==> src/rtl/pwm_multi_pkg.sv <==
// Shared types and helpers for the multi-channel PWM generator.
//   pwm_mode_e : alignment mode encoding (edge = 0, center = 1)
//   dir_e      : shared counter direction state
//   cnt_width  : register width needed to count 0..n-1 (at least 1 bit)
package pwm_multi_pkg;

  typedef enum logic {
    PWM_MODE_EDGE   = 1'b0,
    PWM_MODE_CENTER = 1'b1
  } pwm_mode_e;

  typedef enum logic {
    DIR_UP   = 1'b0,
    DIR_DOWN = 1'b1
  } dir_e;

  function automatic int unsigned cnt_width(input int unsigned n);
    return (n > 32'd1) ? 32'($clog2(n)) : 32'd1;
  endfunction

endpackage

==> src/rtl/pwm_multi_if.sv <==
// Control/data bundle between a PWM client and pwm_multi.
//   en           run enable
//   mode         0 = edge-aligned, 1 = center-aligned
//   load         strobe: capture level into the shadow registers
//   level        channel k duty at [k*W +: W]
//   out          PWM outputs, one per channel
//   period_start 1-clk pulse at each period commit
interface pwm_multi_if #(
  parameter int unsigned C_CHANNELS    = 4,
  parameter int unsigned C_LEVEL_WIDTH = 8
);

  logic                                  en;
  logic                                  mode;
  logic                                  load;
  logic [C_CHANNELS*C_LEVEL_WIDTH-1:0]   level;
  logic [C_CHANNELS-1:0]                 out;
  logic                                  period_start;

  modport master (
    output en, mode, load, level,
    input  out, period_start
  );

  modport slave (
    input  en, mode, load, level,
    output out, period_start
  );

endinterface

==> src/rtl/pwm_multi_prescaler.sv <==
// Tick generator: counts 0..C_PRESCALE-1 while en=1 and flags the wrap cycle.
// Held at zero while en=0, so the first tick after enable is a full prescale
// interval away.
//   clk, rstb : clock, async active-low reset
//   en        : run enable
//   tick_c    : combinational, high in the last cycle of each prescale interval
module pwm_multi_prescaler
  import pwm_multi_pkg::*;
#(
  parameter int unsigned C_PRESCALE = 1
) (
  input  logic clk,
  input  logic rstb,
  input  logic en,
  output logic tick_c
);

  localparam int unsigned   PW   = cnt_width(C_PRESCALE);
  localparam logic [PW-1:0] LAST = PW'(C_PRESCALE - 32'd1);

  logic [PW-1:0] pcnt_q;

  // Prescale counter
  always_ff @(posedge clk or negedge rstb) begin
    if (!rstb) begin
      pcnt_q <= '0;
    end else if (!en || (pcnt_q == LAST)) begin
      pcnt_q <= '0;
    end else begin
      pcnt_q <= pcnt_q + PW'(1);
    end
  end

  assign tick_c = en && (pcnt_q == LAST);

endmodule

==> src/rtl/pwm_multi.sv <==
// Multi-channel PWM generator with a prescaled shared time base, per-channel
// double-buffered duty levels and edge/center alignment.
//   clk, rstb : clock, async active-low reset
//   bus       : pwm_multi_if slave (en, mode, load, level in; out,
//               period_start out, both registered)
// New levels and mode are committed only at a period start, i.e. the tick on
// which the counter sits at 0 heading up, so pulses are never truncated.
module pwm_multi
  import pwm_multi_pkg::*;
#(
  parameter int unsigned C_CHANNELS    = 4,
  parameter int unsigned C_LEVEL_WIDTH = 8,
  parameter int unsigned C_PRESCALE    = 1
) (
  input  logic         clk,
  input  logic         rstb,
  pwm_multi_if.slave   bus
);

  localparam int unsigned  W       = C_LEVEL_WIDTH;
  localparam logic [W-1:0] M       = {W{1'b1}};
  localparam logic [W-1:0] CNT_TOP = M - W'(1);

  logic                  tick_c;
  logic                  ps_c;
  dir_e                  state_q, state_d;
  logic [W-1:0]          cnt_q, cnt_d;
  pwm_mode_e             mode_q;
  logic [C_CHANNELS-1:0] hit_c;
  logic [C_CHANNELS-1:0] out_q;
  logic                  ps_q;

  pwm_multi_prescaler #(
    .C_PRESCALE (C_PRESCALE)
  ) u_prescaler (
    .clk    (clk),
    .rstb   (rstb),
    .en     (bus.en),
    .tick_c (tick_c)
  );

  assign ps_c = tick_c && (cnt_q == '0) && (state_q == DIR_UP);

  // Counter/direction state register
  always_ff @(posedge clk or negedge rstb) begin
    if (!rstb) begin
      state_q <= DIR_UP;
      cnt_q   <= '0;
    end else begin
      state_q <= state_d;
      cnt_q   <= cnt_d;
    end
  end

  // Next state: end values are held one extra tick at each turnaround
  always_comb begin
    state_d = state_q;
    cnt_d   = cnt_q;
    if (!bus.en) begin
      state_d = DIR_UP;
      cnt_d   = '0;
    end else if (tick_c) begin
      if (state_q == DIR_UP) begin
        if (cnt_q == CNT_TOP) begin
          if (mode_q == PWM_MODE_CENTER) begin
            state_d = DIR_DOWN;
          end else begin
            cnt_d = '0;
          end
        end else begin
          cnt_d = cnt_q + W'(1);
        end
      end else begin
        if (cnt_q == '0) begin
          state_d = DIR_UP;
        end else begin
          cnt_d = cnt_q - W'(1);
        end
      end
    end
  end

  // Mode is sampled only at period start
  always_ff @(posedge clk or negedge rstb) begin
    if (!rstb) begin
      mode_q <= PWM_MODE_EDGE;
    end else if (ps_c) begin
      mode_q <= pwm_mode_e'(bus.mode);
    end
  end

  for (genvar k = 0; k < C_CHANNELS; k++) begin : g_ch
    logic [W-1:0] level_c;
    logic [W-1:0] shadow_q;
    logic [W-1:0] active_q;
    logic         pending_q;

    assign level_c = bus.level[k*W +: W];

    // Shadow/active double buffer; a load on the commit tick bypasses shadow
    always_ff @(posedge clk or negedge rstb) begin
      if (!rstb) begin
        shadow_q  <= '0;
        active_q  <= '0;
        pending_q <= 1'b0;
      end else begin
        if (bus.load) begin
          shadow_q <= level_c;
        end
        if (bus.load && ps_c) begin
          active_q  <= level_c;
          pending_q <= 1'b0;
        end else if (bus.load) begin
          pending_q <= 1'b1;
        end else if (ps_c && pending_q) begin
          active_q  <= shadow_q;
          pending_q <= 1'b0;
        end
      end
    end

    // Center mode: window [M-level, M-1] straddles the triangle top
    assign hit_c[k] = (mode_q == PWM_MODE_CENTER) ? (cnt_q >= (M - active_q))
                                                  : (cnt_q < active_q);
  end

  // Registered outputs
  always_ff @(posedge clk or negedge rstb) begin
    if (!rstb) begin
      out_q <= '0;
      ps_q  <= 1'b0;
    end else begin
      out_q <= bus.en ? hit_c : '0;
      ps_q  <= ps_c;
    end
  end

  assign bus.out          = out_q;
  assign bus.period_start = ps_q;

endmodule

==> src/flat_wrapper.sv <==
// flat-port wrapper written by rule: the top's interface ports become plain ports
module pwm_multi_flat import pwm_multi_pkg::*;
#(
  parameter int unsigned C_CHANNELS    = 4,
  parameter int unsigned C_LEVEL_WIDTH = 8,
  parameter int unsigned C_PRESCALE    = 1
)
  (clk, rstb, bus_en, bus_mode, bus_load, bus_level, bus_out, bus_period_start);
  pwm_multi_if #(.C_CHANNELS(C_CHANNELS), .C_LEVEL_WIDTH(C_LEVEL_WIDTH)) bus_i ();
  input  logic clk;
  input  logic rstb;
  input wire logic [$bits(bus_i.en)-1:0] bus_en;
  input wire logic [$bits(bus_i.mode)-1:0] bus_mode;
  input wire logic [$bits(bus_i.load)-1:0] bus_load;
  input wire logic [$bits(bus_i.level)-1:0] bus_level;
  output wire logic [$bits(bus_i.out)-1:0] bus_out;
  output wire logic [$bits(bus_i.period_start)-1:0] bus_period_start;
  assign bus_i.en = bus_en;
  assign bus_i.mode = bus_mode;
  assign bus_i.load = bus_load;
  assign bus_i.level = bus_level;
  assign bus_out = bus_i.out;
  assign bus_period_start = bus_i.period_start;
  pwm_multi #(.C_CHANNELS(C_CHANNELS), .C_LEVEL_WIDTH(C_LEVEL_WIDTH), .C_PRESCALE(C_PRESCALE)) u_core (.clk(clk), .rstb(rstb), .bus(bus_i));
endmodule
==> config.mk <==
export PLATFORM = sky130hd
export DESIGN_NAME = pwm_multi_flat
export DESIGN_NICKNAME = d
export VERILOG_FILES = /design/src/rtl/pwm_multi_pkg.sv /design/src/rtl/pwm_multi_if.sv /design/src/rtl/pwm_multi_prescaler.sv /design/src/rtl/pwm_multi.sv /design/src/flat_wrapper.sv
export SDC_FILE = /design/constraint.sdc
export NUM_CORES = 1
export LEC_CHECK = 0
export CELL_PAD_IN_SITES_DETAIL_PLACEMENT = 0
export CELL_PAD_IN_SITES_GLOBAL_PLACEMENT = 1
export CORE_MARGIN = 2
export CORE_UTILIZATION = 42
export DETAILED_ROUTE_END_ITERATION = 10
export PLACE_DENSITY_LB_ADDON = 0.1
export SETUP_SLACK_MARGIN = 0.2
export SLEW_MARGIN = 0
export SYNTH_ARGS = -nofsm -noshare
export SYNTH_HDL_FRONTEND = slang
export SYNTH_HIERARCHICAL = 1
export SYNTH_SLANG_ARGS = --single-unit
==> constraint.sdc <==
create_clock -name clk -period 2.7 [get_ports clk]
set_clock_uncertainty 0.1 [all_clocks]
set_input_delay 0.405 -clock clk [delete_from_list [all_inputs] [get_ports clk]]
set_output_delay 0.405 -clock clk [all_outputs]
set_load 0.005 [all_outputs]
==> results.md, run 1 <==
* Most frequent cells in the layout: 84 x dfrtp_1, 68 x ha_1, 63 x mux2_2
* CP max stage cell: or4b_4
* Nets at 618
* CTS H-tree depth at 3
* Min-Delay Startpoint: u_core/g_ch[0].shadow_q[5]$_DFFE_PN0P_
* Worst-margin pin slew at ~580 ps
* Power Total at between 3000 and 4000 uW
* Number of global-route vias before repair at 3551
* CTS tree: yes
* Peak Freq at 0.418 GHz
* Num rows at 39
* Startpoint type of the worst setup path: flip-flop
* Failing checks: DRC
* CTS Buf Count at 9
* Area grow syn2layout at 20.7%
* Reg2reg path depth at 8
* R2R Path Start: u_core/cnt_q[1]$_DFFE_PN0P_
* Antenna diode count at 0
* Die height at 113 um
* Antenna violations before repair at 0
* Synth Area in Compound Gates at 12.3%
* Initial Utilization at a little over two fifths
* I/O Buffers at 41
* Cell Chain, Critical Path: inv_1, ha_1, or4b_4, nor4_4, buf_4, buf_6, o21ai_2, mux2_2
* Fin. max-slew vios at 0
* Slew HR at 61.0%
* Register area share after synthesis at between 40% and 50%
* IR drop worst, VDD at 0.352 mV
* WS Path Type: reg -> reg
* CP endpoint kind: flip-flop
* Synth warn at 6
* Lkg Pwr at 0.00283 uW
* Reg2Reg Setup Slack at 300 ps
* Total GRT Usage at 18.2%
* Final hold violation count at 0
* Adder-Cell Fraction of Synth Area at 17.1%
* Final TNS setup at 0 ps
* Storage cell area at 0.00210 mm2
* Post-Layout Cell Count at approximately 660
* Status: complete, but fails checks
* Pwr/cell area at 639 mW/mm2
* Psw at 1090 uW
* Min-Delay Endpoint: u_core/g_ch[0].shadow_q[5]$_DFFE_PN0P_
* Slowest cell delay on critical path at around 500 ps
* Comb power frac at 22.5%
* FF-to-FF End: u_core/g_ch[1].active_q[5]$_DFFE_PN0P_
* Gpl congestion at 0.836
* Flops & latches, synth at 84
* Mapped Area at 0.00498 mm2
* # IOs at 42
* Mux share of post-synthesis cell area at 14.3%
* Clk pwr share at 34.3%
* Hold depth at 1
* Post-synthesis async set-or-reset flop share at 100%
* Remaining antenna violation count at 0
* Clock slew at reported path FFs at roughly 60 ps
* RSZ-0062 raised after global routing: no
* Switching part of the total at between 20% and 30%
* DPL Wire Length at between 7 and 8 mm
* 1st-iter DRT viols at between 150 and 200
* EDFF count, synth at 0
* First-pass GRT wire length at 18.1 mm
* Ys flop type: dfrtp_1
* Layout cells sized above 1 at 21.2%
* Worst Path Buf+Inv at 3
* Avg Inst Size Synth at around 11 um2
* DIE WIDTH at between 100 and 150 um
* Internal Pwr Total at 2750 uW
* DRC violations left at 1
* Post-synth net total at roughly 560
* Core area at 0.0115 mm2
* Most common cell after layout, fill and taps aside: dfrtp_1
* Worst EP required at approximately 2800 ps
* Mapped Cells at between 400 and 500
* Synth Area in XOR/XNOR at 0.176%
* Clock buffer depth at 2
* Final setup fails at 0
* Power share of the sequential group at a little over two fifths
* Die ar. at 0.0127 mm2
* Area occupied by multi-input gates at 0.00263 mm2
* Vias at about 3500
* WL/cell at 16.3 um
* Overflow after GRT at 0
* Final cycle utilization of the critical path at about 89%
* Simple-gate share of the synthesized area at 8.97%
* Largest family of logic cells by synthesized area: adder cells
* Maxcap violations at 0
* Clock sink total at between 80 and 90
* Skew-Pair Late Insertion Delay at roughly 340 ps
* Fillers at 1056
* DRT Pass-1 Iters at 7
* Post-synthesis cell type count at 55
* Hold Crit Class: reg -> reg
* Final Util at a little over half
* Final WL at ~11 mm
* Largest net degree at the start of global routing at 52
* CTS root buffer: clkbuf_16
* Delay-heaviest family, CP: simple AND/OR/NAND/NOR gates
* Tmin final at 2400 ps
* Crit path max fanout at 11
* Arr. time, crit path at 2520 ps
* Placed Instances at 643
* DR vias/cell at 5.33
registers in the layout, summed over array words and instances, names as in the netlist:
signal                     count
u_core/cnt_q                   8
u_core/mode_q                  1
u_core/state_q                 1
u_core/bus.out                 4
u_core/g_ch.pending_q          4
u_core/g_ch.active_q          32
u_core/bus.period_start        1
u_core/u_prescaler/pcnt_q      1
u_core/g_ch.shadow_q          32
repair_timing:
item                                   in CTS  in global routing
endpoints found under the hold margin      33                  0
hold buffers                                1                  0
buffers inserted                            0                  1
setup endpoints to repair                   1                 14
pin swaps                                   1                  1
gates resized for setup                     0                  2
Yosys cell counts, types with 5 or more instances:
library cell | number | area (um2)
nor3_1 | 10 | 50.1
o21ai_0 | 8 | 40.0
nand3_1 | 13 | 65.1
ha_1 | 68 | 851
clkbuf_1 | 10 | 37.5
dfrtp_1 | 84 | 2100
o22ai_1 | 6 | 37.5
nand4_1 | 6 | 37.5
nor2_1 | 15 | 56.3
a21oi_1 | 37 | 185
inv_1 | 53 | 199
nand2_1 | 9 | 33.8
mux2_2 | 63 | 709
nor2b_1 | 5 | 31.3
power groups by stage:
stage	Clock [uW]	Combinational [uW]	Sequential [uW]
final	1320	863	1660
after detailed placement	0	864	1690
after global routing	1400	986	1690
after CTS	1350	870	1660
after floorplan	0	622	1620
after global placement	0	838	1680
worst reg2reg max path, stage by stage, from the launching register on:
cell and delay [ps]:
dfrtp_1 390, inv_1 80, ha_1 140, or4b_4 500, nor4_4 280, buf_4 180
buf_6 150, o21ai_2 150, mux2_2 330
area by class of cell:
type,instances,share of cell area [%]
timing repair buffer,61,9.73
tap,143,2.98
multi-input combinational,304,43.8
sequential,84,35.0
clock inverter,4,1.23
clock buffer,12,3.94
inverter,53,3.31
how the worst max path moves through the flow:
stage                                startpoint                                     end  slack [ps]  cells past startpoint
floorplan           u_core/cnt_q[1]$_DFFE_PN0P_               u_core/mode_q$_DFFE_PN0P_         220                      6
global placement    u_core/cnt_q[1]$_DFFE_PN0P_  u_core/g_ch[0].active_q[3]$_DFFE_PN0P_         280                      7
detailed placement  u_core/cnt_q[1]$_DFFE_PN0P_  u_core/g_ch[1].active_q[0]$_DFFE_PN0P_         230                      7
CTS                 u_core/cnt_q[1]$_DFFE_PN0P_  u_core/g_ch[1].active_q[5]$_DFFE_PN0P_         270                      7
global route        u_core/cnt_q[1]$_DFFE_PN0P_  u_core/g_ch[0].active_q[3]$_DFFE_PN0P_         210                      8
finish              u_core/cnt_q[1]$_DFFE_PN0P_  u_core/g_ch[1].active_q[5]$_DFFE_PN0P_         300                      8
metal layers:
layer	vias up	part of all wire (%)	global-route usage, %
li1	1740	-	-
met1	1721	50	25.1
met2	53	46	28.8
met3	10	3.1	3.00
met4	0	1.5	7.15
met5	-	0	0
logic make-up after synthesis:
| group | count (synthesis) |
|---|---|
| AOI/OAI and AO/OA | 92 |
| buffers and inverters | 65 |
| DFF | 84 |
| xor gates and xnor gates | 1 |
| muxes | 63 |
| and+or+nand+nor | 79 |
| other | 1 |
| adders and majority gates | 68 |
through the flow:
| stage | hold slack (ps) | cell area (um2) | setup slack (ps) |
|---|---|---|---|
| after floorplan | 9.41 | 4980 | 225 |
| after global placement | 295 | 5670 | 276 |
| after detailed placement | 293 | 5670 | 232 |
| after CTS | 397 | 5990 | 272 |
| after global routing | 414 | 6010 | 205 |
| final | 394 | 6010 | 305 |
Power figures use the tool's default switching activity.
==> run 2, diff against run 1 <==
- CTS_CLUSTER_SIZE: default -> 12
- TNS_END_PERCENT: default -> 10
==> run 2 against run 1 <==
  * Critical endpoint unchanged
  * Total power shrank 0.12%
  * Fmax grew 0.22%
  * Largest power group unchanged
  * Sequential share of layout area grew 0.088 points
  * Critical path type unchanged
  * Combinational power shrank 0.5%
  * Die area is the same
  * The flow still finishes with violations (DRC)
  * Register-to-register slack is essentially flat
  * First-iteration DRC count shrank 12%
  * Via count shrank 0.37%
  * Count of clock-buffer cells in the layout is the same
  * Flip-flop and latch count is the same
  * Sequential power is essentially flat
  * Hold slack is essentially flat
==> results.md, run 2 (synthesized netlist as in run 1, its figures left out) <==
* Worst Path Buf+Inv at 2 (was 3)
* Die height at 113 um (unchanged)
* Lkg Pwr at 0.00282 uW (was 0.00283 uW)
* Worst-margin pin slew at 576 ps (was 585 ps)
* Slew HR at 61.6% (was 61.0%)
* Worst EP required at 2830 ps (about the same)
* Clock slew at reported path FFs at 60 ps (about the same)
* First-pass GRT wire length at 18.1 mm (unchanged)
* Overflow after GRT at 0 (unchanged)
* Total GRT Usage at 18.2% (unchanged)
* Status: complete, but fails checks (unchanged)
* WL/cell at 16.3 um (about the same)
* Delay-heaviest family, CP: simple AND/OR/NAND/NOR gates (unchanged)
* Antenna diode count at 0 (unchanged)
* Crit path max fanout at 11 (unchanged)
* RSZ-0062 raised after global routing: yes (was no)
* Top Registers: u_core/g_ch.active_q: 32 flops, u_core/g_ch.shadow_q: 32 flops, u_core/cnt_q: 8 flops (unchanged)
* Peak Freq at 0.418 GHz (about the same)
* Remaining antenna violation count at 0 (unchanged)
* CP endpoint kind: flip-flop (unchanged)
* Skew-Pair Late Insertion Delay at 340 ps (about the same)
* Pwr/cell area at 640 mW/mm2 (was 639 mW/mm2)
* Cell Chain, Critical Path: inv_1, ha_1, or4b_1, nor4_4, buf_4, o21ai_2, mux2_2 (was inv_1, ha_1, or4b_4, nor4_4, buf_4, buf_6, o21ai_2, mux2_2)
* Initial Utilization at 43.2% (unchanged)
* Startpoint type of the worst setup path: flip-flop (unchanged)
* DRC violations left at 1 (unchanged)
* Vias at 3511 (was 3524)
* Comb power frac at 22.4% (was 22.5%)
* Die ar. at 0.0127 mm2 (unchanged)
* Most common cell after layout, fill and taps aside: dfrtp_1 (unchanged)
* Area grow syn2layout at 20.4% (was 20.7%)
* Layout cells sized above 1 at 20.9% (was 21.2%)
* Tmin final at 2390 ps (was 2400 ps)
* Psw at 1090 uW (about the same)
* Final setup fails at 0 (unchanged)
* Internal Pwr Total at 2740 uW (was 2750 uW)
* Area occupied by multi-input gates at 0.00263 mm2 (about the same)
* CTS root buffer: clkbuf_16 (unchanged)
* 1st-iter DRT viols at 171 (was 195)
* I/O Buffers at 41 (unchanged)
* Final hold violation count at 0 (unchanged)
* Antenna violations before repair at 0 (unchanged)
* IR drop worst, VDD at 0.351 mV (was 0.352 mV)
* Final setup margin at 310 ps (was 305 ps)
* Num rows at 39 (unchanged)
* Power share of the sequential group at 43.3% (was 43.2%)
* Storage cell area at 0.00210 mm2 (unchanged)
* Gpl congestion at 0.836 (unchanged)
* # IOs at 42 (unchanged)
* CTS tree: yes (unchanged)
* Core area at 0.0115 mm2 (unchanged)
* Arr. time, crit path at 2520 ps (about the same)
* Fin. max-slew vios at 0 (unchanged)
* Nets at 617 (was 618)
* CTS Buf Count at 9 (unchanged)
* Maxcap violations at 0 (unchanged)
* Hold Crit Class: reg -> reg (unchanged)
* Number of global-route vias before repair at 3551 (unchanged)
* Clock sink total at 84 (unchanged)
* DIE WIDTH at 113 um (unchanged)
* DR vias/cell at 5.32 (was 5.33)
* Final TNS setup at 0 ps (unchanged)
* Slowest cell delay on critical path at 530 ps (was 500 ps)
* Fillers at 1055 (was 1056)
* Final WL at 10.7 mm (was 10.8 mm)
* CP max stage cell: or4b_1 (was or4b_4)
* Largest net degree at the start of global routing at 52 (unchanged)
* WS Path Type: reg -> reg (unchanged)
* Switching part of the total at 28.4% (about the same)
* DPL Wire Length at 7.67 mm (unchanged)
* CTS H-tree depth at 3 (unchanged)
* Most frequent cells in the layout: 84 x dfrtp_1, 68 x ha_1, 63 x mux2_2 (unchanged)
* DRT Pass-1 Iters at 7 (unchanged)
* Clk pwr share at 34.3% (about the same)
* Failing checks: DRC (unchanged)
* Clock buffer depth at 2 (unchanged)
* Dpl ws at 232 ps (unchanged)
* Final cycle utilization of the critical path at 88.5% (was 88.7%)
==> run 2: cell types whose count changed in the layout (fill, tap and decap cells not counted) <==
cell,previous run,this run
buf_6,1,0
or4b_1,0,1
or4b_4,1,0
==> run 2: repair_timing <==
item | in CTS | in global routing
gates cloned | 0 | 0
pin swaps | 1 | 0
buffers inserted | 0 | 0
endpoints found under the hold margin | 33 | 0
endpoints found under the setup margin | 1 | 14
gates resized for setup | 0 | 0
hold buffers | 1 | 0
==> run 2: power groups by stage <==
stage | combinational (uW) | sequential [uW] | clock (uW)
floorplan | 622 | 1620 | 0
detailed placement | 864 | 1690 | 0
CTS | 870 | 1660 | 1350
finish | 859 | 1660 | 1320
global placement | 838 | 1680 | 0
global route | 982 | 1690 | 1400
==> run 2: metrics by stage <==
step | hold slack [ps] | cells | util, % | power (uW) | cell area [um2]
6_report | 394 | 660 | 52.0 | 3830 | 5990
5_1_grt | 414 | 660 | 52.0 | 4070 | 5990
4_1_cts | 397 | 660 | 52.0 | 3890 | 5990
3_5_place_dp | 293 | 643 | 49.3 | 2550 | 5670
3_3_place_gp | 295 | 643 | 49.3 | 2510 | 5670
2_1_floorplan | 9.41 | 453 | - | 2240 | 4980
==> run 2: area by class of cell <==
| class | count | area share, % |
|---|---|---|
| sequential | 84 | 35.1 |
| tap | 143 | 2.99 |
| timing repair buffer | 60 | 9.56 |
| multi-input combinational | 304 | 43.9 |
| clock inverter | 4 | 1.23 |
| clock buffer | 12 | 3.95 |
| inverter | 53 | 3.32 |
==> run 2: metal layers <==
layer / GRT usage, % / wire (um)
met1: 25.1 / 5320
met2: 28.8 / 4910
met3: 3.00 / 335
met4: 7.15 / 171
met5: 0 / 0
==> run 2: worst paths after layout <==
kind	endpoint	slack [ps]	cells after the start	startpoint
max	u_core/g_ch[1].active_q[5]$_DFFE_PN0P_	310	7	u_core/cnt_q[1]$_DFFE_PN0P_
min	u_core/g_ch[0].shadow_q[5]$_DFFE_PN0P_	390	1	u_core/g_ch[0].shadow_q[5]$_DFFE_PN0P_
max reg2reg	u_core/g_ch[1].active_q[5]$_DFFE_PN0P_	310	7	u_core/cnt_q[1]$_DFFE_PN0P_
min reg2reg	u_core/g_ch[0].shadow_q[5]$_DFFE_PN0P_	390	1	u_core/g_ch[0].shadow_q[5]$_DFFE_PN0P_
max in group asynchronous	u_core/g_ch[3].active_q[3]$_DFFE_PN0P_	1420	3	rstb
min in group asynchronous	u_core/cnt_q[5]$_DFFE_PN0P_	460	2	rstb
==> run 3, diff against run 2 <==
- GPL_ROUTABILITY_DRIVEN: default -> 0
- SYNTH_HIERARCHICAL: 1 -> default
==> run 3 against run 2 <==
  * The flow now finishes without violations
  * Die area increased by 1.5%
  * Cell area increased by 0.40%
  * Critical path type unchanged
  * Combinational power increased by 62%
  * Highest routed layer unchanged
  * Critical endpoint is now u_core.g_ch[3].active_q[0]$_DFFE_PN0P_
  * Worst setup slack improved by 6.0 ps
  * Sequential power increased by 16%
  * Cell count increased by 4.4%
  * Synthesized cell count increased by 5.7%
  * Utilization decreased by 1.3 points
  * Non-clock buffer count increased by 4
  * Sequential share of layout area decreased by 0.14 points
  * Count of clock-buffer cells in the layout increased by 1
==> results.md, run 3 <==
* Number of global-route vias before repair at 3727 (was 3551)
* Remaining antenna violation count at 0 (unchanged)
* Post-synthesis cell type count at 51 (was 55)
* Nets at 645 (was 617)
* Final setup fails at 0 (unchanged)
* Final WL at 11.2 mm (was 10.7 mm)
* Maxcap violations at 0 (unchanged)
* Skew-Pair Late Insertion Delay at 340 ps (about the same)
* Count leader, synth: dfrtp_1 (unchanged)
* # IOs at 42 (unchanged)
* Area grow syn2layout at 19.0% (was 20.4%)
* Share of the synthesized area in the top cell type at 41.6% (was 42.2%)
* Tmin final at 2380 ps (was 2390 ps)
* Final hold violation count at 0 (unchanged)
* Largest net degree at the start of global routing at 48 (was 52)
* CTS root buffer: clkbuf_16 (unchanged)
* Largest family of logic cells by synthesized area: adder cells (unchanged)
* Worst-margin pin slew at 703 ps (was 576 ps)
* DRT Pass-1 Iters at 4 (was 7)
* Hold Crit Class: reg -> reg (unchanged)
* Clock sink total at 84 (unchanged)
* Mux share of post-synthesis cell area at 11.4% (was 14.3%)
* RSZ-0062 raised after global routing: yes (unchanged)
* Pwr/cell area at 730 mW/mm2 (was 640 mW/mm2)
* Vias at 3641 (was 3511)
* Layout cells sized above 1 at 17.3% (was 20.9%)
* Worst EP required at 2830 ps (about the same)
* IR drop worst, VDD at 0.497 mV (was 0.351 mV)
* Lkg Pwr at 0.00286 uW (was 0.00282 uW)
* Final TNS setup at 0 ps (unchanged)
* Most common cell after layout, fill and taps aside: dfrtp_1 (unchanged)
* 1st-iter DRT viols at 158 (was 171)
* Simple-gate share of the synthesized area at 10.9% (was 8.97%)
* DPL Wire Length at 8.10 mm (was 7.67 mm)
* Arr. time, crit path at 2510 ps (was 2520 ps)
* Avg Inst Size Synth at 10.6 um2 (was 11.0 um2)
* CTS Buf Count at 9 (unchanged)
* First-pass GRT wire length at 19.1 mm (was 18.1 mm)
* Adder-Cell Fraction of Synth Area at 16.8% (was 17.1%)
* Flops & latches, synth at 84 (unchanged)
* CP endpoint kind: flip-flop (unchanged)
* Delay-heaviest family, CP: simple AND/OR/NAND/NOR gates (unchanged)
* Fin. max-slew vios at 0 (unchanged)
* Antenna violations before repair at 0 (unchanged)
* Initial Utilization at 42.6% (was 43.2%)
* WL/cell at 16.2 um (was 16.3 um)
* Ys flop type: dfrtp_1 (unchanged)
* Overflow after GRT at 0 (unchanged)
* EDFF count, synth at 0 (unchanged)
* Post-synth net total at 584 (was 558)
* Clock slew at reported path FFs at 60 ps (about the same)
* Slowest cell delay on critical path at 510 ps (was 530 ps)
* Synth Area in Compound Gates at 14.1% (was 12.3%)
* Commonest cells in the netlist: 84 x dfrtp_1, 68 x ha_1, 50 x inv_1, 50 x mux2_2, 36 x a21oi_1 (was 84 x dfrtp_1, 68 x ha_1, 63 x mux2_2, 53 x inv_1, 37 x a21oi_1)
* Largest area contributor in the netlist: dfrtp_1 (unchanged)
* Mapped Cells at 479 (was 453)
* WS Path Type: reg -> reg (unchanged)
* Slew HR at 53.1% (was 61.6%)
* I/O Buffers at 41 (unchanged)
* Worst Path Buf+Inv at 2 (unchanged)
* Status: complete, no violations (was complete, but fails checks)
* Post-synthesis async set-or-reset flop share at 100% (unchanged)
* Crit path max fanout at 6 (was 11)
* Ranking of synthesized cells by area: dfrtp_1 42%, ha_1 17%, mux2_2 11% (was dfrtp_1 42%, ha_1 17%, mux2_2 14%)
* Register area share after synthesis at 41.6% (was 42.2%)
* CP max stage cell: or4b_4 (was or4b_1)
* CTS tree: yes (unchanged)
* CTS H-tree depth at 3 (unchanged)
* Final cycle utilization of the critical path at 88.3% (was 88.5%)
* Clock buffer depth at 2 (unchanged)
* DRC violations left at 0 (was 1)
* DR vias/cell at 5.28 (was 5.32)
* Startpoint type of the worst setup path: flip-flop (unchanged)
* Most frequent cells in the layout: 84 x dfrtp_1, 68 x ha_1, 50 x inv_1, 50 x mux2_2, 39 x clkdlybuf4s50_1 (was 84 x dfrtp_1, 68 x ha_1, 63 x mux2_2)
* Cell Chain, Critical Path: inv_1, ha_1, or4b_4, nor4_4, buf_4, o21ai_1, mux2_2 (was inv_1, ha_1, or4b_1, nor4_4, buf_4, o21ai_2, mux2_2)
* Total GRT Usage at 19.2% (was 18.2%)
* Core area at 0.0119 mm2 (was 0.0115 mm2)
* Die height at 114 um (was 113 um)
* Peak Freq at 0.419 GHz (was 0.418 GHz)
* Antenna diode count at 0 (unchanged)
* Mapped Area at 0.00506 mm2 (was 0.00498 mm2)
* Synth Area in XOR/XNOR at 0.346% (was 0.176%)
* Num rows at 40 (was 39)
* Synth warn at 0 (was 6)
* Top Registers: u_core.g_ch.active_q: 32 flops, u_core.g_ch.shadow_q: 32 flops, u_core.cnt_q: 8 flops (was u_core/g_ch.active_q: 32 flops, u_core/g_ch.shadow_q: 32 flops, u_core/cnt_q: 8 flops)
* DIE WIDTH at 114 um (was 113 um)
* Final Util at 50.7% (was 52.0%)
* Die ar. at 0.0129 mm2 (was 0.0127 mm2)
-- run 3: changes by cell type after synthesis, sizes merged, moves of 5 or more --
| cell | change |
|---|---|
| a21o | +8 |
| mux2 | -12 |
| nand2 | +9 |
| nand3 | -7 |
| nor2 | +5 |
| nor2b | +11 |
| o21ai | +6 |
| o21bai | +5 |
| o22ai | +5 |
-- run 3: logic make-up (layout without fill, tap and decap cells) --
logic type / count (synthesis) / in the layout
buf+inv: 64 / 127
compound gates: 110 / 110
mux: 51 / 51
flops: 84 / 84
other cells: 1 / 1
simple gates: 99 / 99
fa+ha+maj: 68 / 68
xor+xnor: 2 / 2
-- run 3: layout make-up --
type,count,area (um2)
timing repair buffer,64,591
fill,1099,5840
clock buffer,13,240
tap,147,184
inverter,50,188
sequential,84,2100
multi-input combinational,331,2710
-- run 3: stage by stage --
step	setup slack, ps	power [uW]	hold WS [ps]	cell area, um2	cells
finish	316	4390	391	6020	689
global route	147	4760	404	6020	689
CTS	269	4450	396	6020	689
floorplan	232	2840	9.41	5060	479
detailed placement	294	3340	314	5770	675
global placement	326	3310	306	5770	675
-- run 3: metal layers --
metal,up-vias,wire [um],track usage [%]
met5,-,0,0
li1,1814,-,-
met2,64,5000,29.9
met1,1750,5540,26.3
met4,0,212,7.64
met3,13,395,3.99
-- run 3: worst paths after layout --
| path | startpoint | to | slack [ps] | cells after the start |
|---|---|---|---|---|
| worst min-delay path | u_core.g_ch[2].shadow_q[6]$_DFFE_PN0P_ | u_core.g_ch[2].shadow_q[6]$_DFFE_PN0P_ | 390 | 1 |
| min in group asynchronous | rstb | u_core.g_ch[1].active_q[3]$_DFFE_PN0P_ | 480 | 2 |
| max in group asynchronous | rstb | u_core.cnt_q[0]$_DFFE_PN0P_ | 1390 | 3 |
| worst max-delay path | u_core.cnt_q[1]$_DFFE_PN0P_ | u_core.g_ch[3].active_q[0]$_DFFE_PN0P_ | 320 | 7 |
| worst min register to register | u_core.g_ch[2].shadow_q[6]$_DFFE_PN0P_ | u_core.g_ch[2].shadow_q[6]$_DFFE_PN0P_ | 390 | 1 |
| worst max register to register | u_core.cnt_q[1]$_DFFE_PN0P_ | u_core.g_ch[3].active_q[0]$_DFFE_PN0P_ | 320 | 7 |
-- run 3: worst register-to-register path, stage by stage (launching register included) --
cell and delay [ps]:
dfrtp_1 400, inv_1 100, ha_1 170, or4b_4 510
nor4_4 170, buf_4 190, o21ai_1 250, mux2_2 370
-- run 3: power by group --
group          switching [uW]  total [uW]  leakage, uW  internal [uW]
clock                     472        1080     0.000116            609
sequential                326        1930      0.00100           1600
combinational             656        1390      0.00174            733
total                    1450        4390      0.00286           2940
-- run 3: what timing repair did --
item	CTS	global route
hold buffers	1	0
setup endpoints to repair	0	13
setup buffers	0	0
endpoints found under the hold margin	37	0
gates resized for setup	0	1
